===== config.mk =====
export PLATFORM = sky130hd
export DESIGN_NAME = imem_loadable
export DESIGN_NICKNAME = d
export VERILOG_FILES = /design/src/rtl/cpu_pkg.sv /design/src/rtl/imem_load_ctrl.sv /design/src/rtl/imem_loadable.sv
export SDC_FILE = /design/constraint.sdc
export NUM_CORES = 1
export LEC_CHECK = 0
export BUFFER_PORTS_ARGS = -buffer_cell sky130_fd_sc_hd__buf_2
export CAP_MARGIN = 20
export CORE_ASPECT_RATIO = 1.5
export CORE_MARGIN = 8
export CORE_UTILIZATION = 55
export CTS_BUF_LIST = sky130_fd_sc_hd__clkbuf_2 sky130_fd_sc_hd__clkbuf_4 sky130_fd_sc_hd__clkbuf_8
export CTS_CLUSTER_SIZE = 25
export DETAILED_ROUTE_END_ITERATION = 16
export MAX_ROUTING_LAYER = met4
export PLACE_DENSITY = 0.72
export RECOVER_POWER = 50
export SYNTH_ARGS = -nofsm -noshare
export SYNTH_HDL_FRONTEND = slang
export SYNTH_SLANG_ARGS = --single-unit

===== constraint.sdc =====
create_clock -name clk -period 2.4 [get_ports clk]
set_input_delay 0.24 -clock clk [delete_from_list [all_inputs] [get_ports clk]]
set_output_delay 0.24 -clock clk [all_outputs]
set_load 0.01 [all_outputs]

===== src/rtl/cpu_pkg.sv =====
// Shared ISA constants and load-FSM state type for the 8-bit microprocessor.
// The halt word is "j -1", a jump that targets itself, so a stray fetch parks the CPU.
package cpu_pkg;

    localparam int OP_W    = 2;
    localparam int REG_W   = 2;
    localparam int IMM_W   = 2;
    localparam int INSTR_W = OP_W + 2 * REG_W + IMM_W;

    localparam logic [OP_W-1:0] OP_ADD = 2'b00;
    localparam logic [OP_W-1:0] OP_LW  = 2'b01;
    localparam logic [OP_W-1:0] OP_SW  = 2'b10;
    localparam logic [OP_W-1:0] OP_J   = 2'b11;

    localparam logic [INSTR_W-1:0] HALT_INSTR = {OP_J, 2'b00, 2'b00, 2'b11};

    typedef enum logic {
        IDLE = 1'b0,
        LOAD = 1'b1
    } load_state_t;

endpackage


===== src/rtl/imem_load_ctrl.sv =====
// Program-load controller: sequential write pointer from address 0, loaded
// length and sticky overflow flag for the loadable instruction memory.
module imem_load_ctrl
    import cpu_pkg::*;
#(
    parameter int DEPTH  = 32,
    parameter int ADDR_W = 8,
    parameter int MEM_AW = 5,
    parameter int PTR_W  = 6
) (
    input  logic              clk,
    input  logic              reset,
    input  logic              i_load_start,
    input  logic              i_load_valid,
    input  logic              i_load_last,
    output load_state_t       o_state,
    output logic              o_load_ready,
    output logic              o_wr_en,
    output logic [MEM_AW-1:0] o_wr_addr,
    output logic [ADDR_W:0]   o_prog_len,
    output logic              o_load_error
);

    localparam int LEN_W = ADDR_W + 1;

    load_state_t      r_state;
    logic [PTR_W-1:0] r_wr_ptr;
    logic [LEN_W-1:0] r_prog_len;
    logic             r_load_error;
    logic             w_wr_en;
    logic             w_last_slot;

    // Ready depends on state only, so a word is taken on every valid cycle.
    assign w_wr_en     = i_load_valid & (r_state == LOAD);
    assign w_last_slot = (r_wr_ptr == PTR_W'(DEPTH - 1));

    always_ff @(posedge clk) begin
        if (reset) begin
            r_state      <= IDLE;
            r_wr_ptr     <= '0;
            r_prog_len   <= '0;
            r_load_error <= 1'b0;
        end else if (r_state == IDLE) begin
            if (i_load_start) begin
                r_state      <= LOAD;
                r_wr_ptr     <= '0;
                r_prog_len   <= '0;
                r_load_error <= 1'b0;
            end
        end else if (w_wr_en) begin
            r_wr_ptr <= r_wr_ptr + PTR_W'(1);
            if (i_load_last) begin
                r_state    <= IDLE;
                r_prog_len <= LEN_W'(r_wr_ptr + PTR_W'(1));
            end else if (w_last_slot) begin
                // Array full without a terminating word: keep what fits, flag it.
                r_state      <= IDLE;
                r_prog_len   <= LEN_W'(DEPTH);
                r_load_error <= 1'b1;
            end
        end
    end

    assign o_state      = r_state;
    assign o_load_ready = (r_state == LOAD);
    assign o_wr_en      = w_wr_en;
    assign o_wr_addr    = r_wr_ptr[MEM_AW-1:0];
    assign o_prog_len   = r_prog_len;
    assign o_load_error = r_load_error;

endmodule


===== src/rtl/imem_loadable.sv =====
// Run-time loadable instruction memory with a combinational fetch port; any
// fetch outside the loaded program or during a load returns the halt word.
module imem_loadable #(
    parameter int                DATA_W     = 8,
    parameter int                ADDR_W     = 8,
    parameter int                DEPTH      = 32,
    parameter logic [DATA_W-1:0] HALT_INSTR = DATA_W'(cpu_pkg::HALT_INSTR)
) (
    input  logic              clk,
    input  logic              reset,
    input  logic [ADDR_W-1:0] read_address,
    output logic [DATA_W-1:0] instruction,
    output logic              cpu_hold,
    input  logic              load_start,
    input  logic              load_valid,
    input  logic [DATA_W-1:0] load_data,
    input  logic              load_last,
    output logic              load_ready,
    output logic [ADDR_W:0]   prog_len,
    output logic              load_error
);

    import cpu_pkg::*;

    localparam int MEM_AW = (DEPTH > 1) ? $clog2(DEPTH) : 1;
    localparam int PTR_W  = $clog2(DEPTH) + 1;
    localparam int LEN_W  = ADDR_W + 1;

    logic [DATA_W-1:0] r_mem [DEPTH];

    load_state_t       w_state;
    logic              w_load_ready;
    logic              w_wr_en;
    logic [MEM_AW-1:0] w_wr_addr;
    logic [LEN_W-1:0]  w_prog_len;
    logic              w_load_error;
    logic              w_in_prog;
    logic              w_in_depth;
    logic [MEM_AW-1:0] w_rd_addr;

    imem_load_ctrl #(
        .DEPTH  (DEPTH),
        .ADDR_W (ADDR_W),
        .MEM_AW (MEM_AW),
        .PTR_W  (PTR_W)
    ) u_ctrl (
        .clk          (clk),
        .reset        (reset),
        .i_load_start (load_start),
        .i_load_valid (load_valid),
        .i_load_last  (load_last),
        .o_state      (w_state),
        .o_load_ready (w_load_ready),
        .o_wr_en      (w_wr_en),
        .o_wr_addr    (w_wr_addr),
        .o_prog_len   (w_prog_len),
        .o_load_error (w_load_error)
    );

    always_ff @(posedge clk) begin
        if (w_wr_en) begin
            r_mem[w_wr_addr] <= load_data;
        end
    end

    // Both range tests use the full zero-extended address, so high address
    // bits never alias onto a valid word even when ADDR_W exceeds MEM_AW.
    assign w_in_prog  = ({1'b0, read_address} < w_prog_len);
    assign w_in_depth = ({1'b0, read_address} < LEN_W'(DEPTH));
    assign w_rd_addr  = read_address[MEM_AW-1:0];

    assign instruction = ((w_state == IDLE) && w_in_prog && w_in_depth) ?
                         r_mem[w_rd_addr] : HALT_INSTR;

    assign cpu_hold   = w_load_ready;
    assign load_ready = w_load_ready;
    assign prog_len   = w_prog_len;
    assign load_error = w_load_error;

endmodule


==> impl_metrics.ini <==
[run_status]
status = finished, violations left
violations = max-capacitance violations, max-slew violations, negative setup slack

[placed_design]
port_buffers = 38
placed_area_um2 = 11800
pre_cts_ws_ns = 0.0145
dp_hpwl_mm = 15.0
routabilityCongestion = 0.843

[route]
ant_nets = 0
drc = 0
avgViaCountPerCell = 5.99
first_iter_violations = 493
wl_per_cell_um = 23.7
vias = 5792
first_pass_iters = 5
wl_mm = 23.0

[synth]
synth_xor_area_share_pct = 0.557
synth_compound_area_share_pct = 4.86
synth_cell_type_count = 44
ys_top_cells_by_count = 256 x edfxtp_1, 57 x nor2_1, 50 x mux4_2
yosysMostFrequentCell = edfxtp_1
netlist_area_um2 = 11000
ys_seq_elements = 271
synth-adder-area-share_pct = 1.14
synthMuxAreaShare_pct = 13.9
yosys_warnings = 0
synth_top_family_by_area = multiplexers
synth_edf_count = 256
yosys.area_share.simple_pct = 4.62
synthTopCellsByArea = edfxtp_1 70%, mux4_2 10%, mux4_1 3.3%
synth_top_area_share_pct = 69.9
ys.flop_type = edfxtp_1
synthArstFlopShare_pct = 0
netlist_instances = 579
yosysTopAreaCell = edfxtp_1
syn_area_per_cell_um2 = 19.0
synth.yosys.seq_area_share_pct = 72.6

[worst_setup_path]
slowest_stage = a2111o_1
r2r_end = u_ctrl.o_prog_len[4]$_SDFFE_PP0P_
r2r_setup_slack_ns = 0.39
endpoint_kind = primary output
worstPathMaxFanout = 8
start_kind = flip-flop
endpoint = instruction[5]
reg2reg_depth = 4
critPathMaxStageDelay_ns = 0.47
crit_arrival_ns = 2.35
reg2reg_from = u_ctrl.r_wr_ptr[3]$_SDFFE_PP0P_
cp.required_ns = 2.16
path_cells = inv_2, ha_4, a2111o_1, a311oi_4, buf_12, a22o_1, buf_2
crit_path_start = u_ctrl.o_prog_len[1]$_SDFFE_PP0P_
critPathKind = flip-flop to primary output

[clocking]
clockRootBuffer = clkbuf_8
clkLatencyLatePin_ns = 0.51
htree_levels = 2
clk_pin_slew_ns = 0.07
numClockSinks = 271
clockBufferDepth = 3
cts_buffers = 39
cts_tree = built

[layout]
n_antenna_cell = 0
final.fill_count = 1383
fin_area_um2 = 12600
synthToLayoutAreaGrowth_pct = 14.2
drive_above_1_share_pct = 28.7
register_area_um2 = 7990
multi_input_area_um2 = 2810
final_nets = 712

[worst_hold_path]
whs_path_depth = 2
hp-class = primary input to flip-flop

[power]
p_leak_nw = 4.15
pwr_density_cell_nw_per_um2 = 715
power.total_mw = 8.98
peakVddDrop_v = 0.000439

[sta]
relSlewSlack_pct = -2.27
fmax_ghz = 0.386
hold_viol = 0
whs_ns = 0.0973
maxSlewViolCount = 33
rsz0062_at_grt = true
setup_ws_ns = -0.187
fin_crit_ns = 2.59
finalCritPeriodShare_pct = 108
skew_ns = 0.0138
setup_tns_ns = -1.25
setup_violations = 8
worst_slew_pin_slew_ns = 1.53

[global_routing]
grt_usage_pct = 19.2
grt_pass1_vias = 6202
grt_max_degree = 47
antenna_found_initial = 0
overflow = 0
grt_pass1_wl_mm = 35.4

[floorplanning]
io_pins = 41
coreArea_um2 = 19700
dieArea_um2 = 24900
die_y_um = 189
start_util_pct = 55.8
row_count = 63
die_x_um = 131

[job]
maxCapViolCount = 1
-- kinds of logic (layout without fill, tap and decap cells) --
group | Yosys count | in the layout
compound gates | 64 | 64
xor+xnor | 7 | 7
fa+ha+maj | 10 | 10
buf+inv | 46 | 173
flops | 271 | 271
mux | 68 | 68
other cells | 1 | 2
simple gates | 112 | 112
-- routing by layer --
metal	GRT usage [%]	share of wire (%)	vias to the layer above	wire, um
met5	-	0	-	0
met4	7.27	2.7	0	629
met3	2.36	5.0	44	1150
met2	34.9	55	209	12500
met1	21.1	38	2982	8640
li1	-	-	2557	-
-- per-stage QoR --
| step | std cells | utilization [%] |
|---|---|---|
| after floorplan | 580 | - |
| after global placement | 896 | 59.8 |
| after detailed placement | 896 | 59.8 |
| after CTS | 967 | 63.8 |
| after global routing | 967 | 63.8 |
| final | 967 | 63.8 |
-- worst min-delay path by stage --
stage	from	end	slack (ns)
after floorplan	reset	u_ctrl.o_prog_len[1]$_SDFFE_PP0P_	0.31
after global routing	reset	u_ctrl.o_load_error$_SDFFE_PP0P_	0.09
after CTS	reset	u_ctrl.o_prog_len[6]$_SDFFE_PP0P_	0.08
after detailed placement	u_ctrl.o_load_error$_SDFFE_PP0P_	u_ctrl.o_load_error$_SDFFE_PP0P_	0.49
final	reset	u_ctrl.r_wr_ptr[1]$_SDFFE_PP0P_	0.1
after global placement	u_ctrl.o_load_error$_SDFFE_PP0P_	u_ctrl.o_load_error$_SDFFE_PP0P_	0.49
-- registers in the layout (all words and copies together), names as in the netlist --
name,count
u_ctrl.r_wr_ptr,6
u_ctrl.o_load_error,1
r_mem,256
u_ctrl.o_load_ready,1
u_ctrl.o_prog_len,7
-- area by class of cell --
class                      instances  share of cell area (%)
clock buffer                      54                    5.17
sequential                       271                    63.6
timing repair buffer              93                    5.42
tap                              260                    2.59
multi-input combinational        263                    22.4
inverter                          13                   0.388
clock inverter                    13                   0.448
-- worst max-delay path: cells and delay by family (launching register included) --
kind,cells,cell delay [ns]
buffers and inverters,3,0.35
DFF,1,0.33
adders and majority gates,1,0.22
AOI/OAI and AO/OA,3,0.92
-- power breakdown --
group | internal, mW | total (mW) | switching, mW
logic | 0.191 | 0.475 | 0.285
clock network | 1.74 | 3.32 | 1.58
registers | 5.18 | 5.19 | 0.00511
total | 7.12 | 8.98 | 1.87
-- layout by cell type, fill, tap and decap left out, drive strengths merged, types with 4 or more instances in the layout --
cell | netlist | final
nand2 | 18 | 18
a22oi | 20 | 20
xnor2 | 7 | 7
a21oi | 10 | 10
nand4 | 6 | 6
nor2 | 57 | 57
clkbuf | 16 | 70
dfxtp | 15 | 15
ha | 10 | 10
and3 | 4 | 4
or2 | 5 | 5
mux2i | 4 | 4
nand3 | 6 | 6
clkinv | 1 | 13
a22o | 20 | 20
inv | 12 | 12
buf | 17 | 77
mux4 | 64 | 64
edfxtp | 256 | 256
-- timing repair --
action,4_1_cts,5_1_grt
hold buffers,0,0
buffers inserted,4,0
pin swaps,8,7
endpoints found under the setup margin,8,8
gates resized for setup,9,3
No activity file was read; power rests on OpenSTA's default activity.
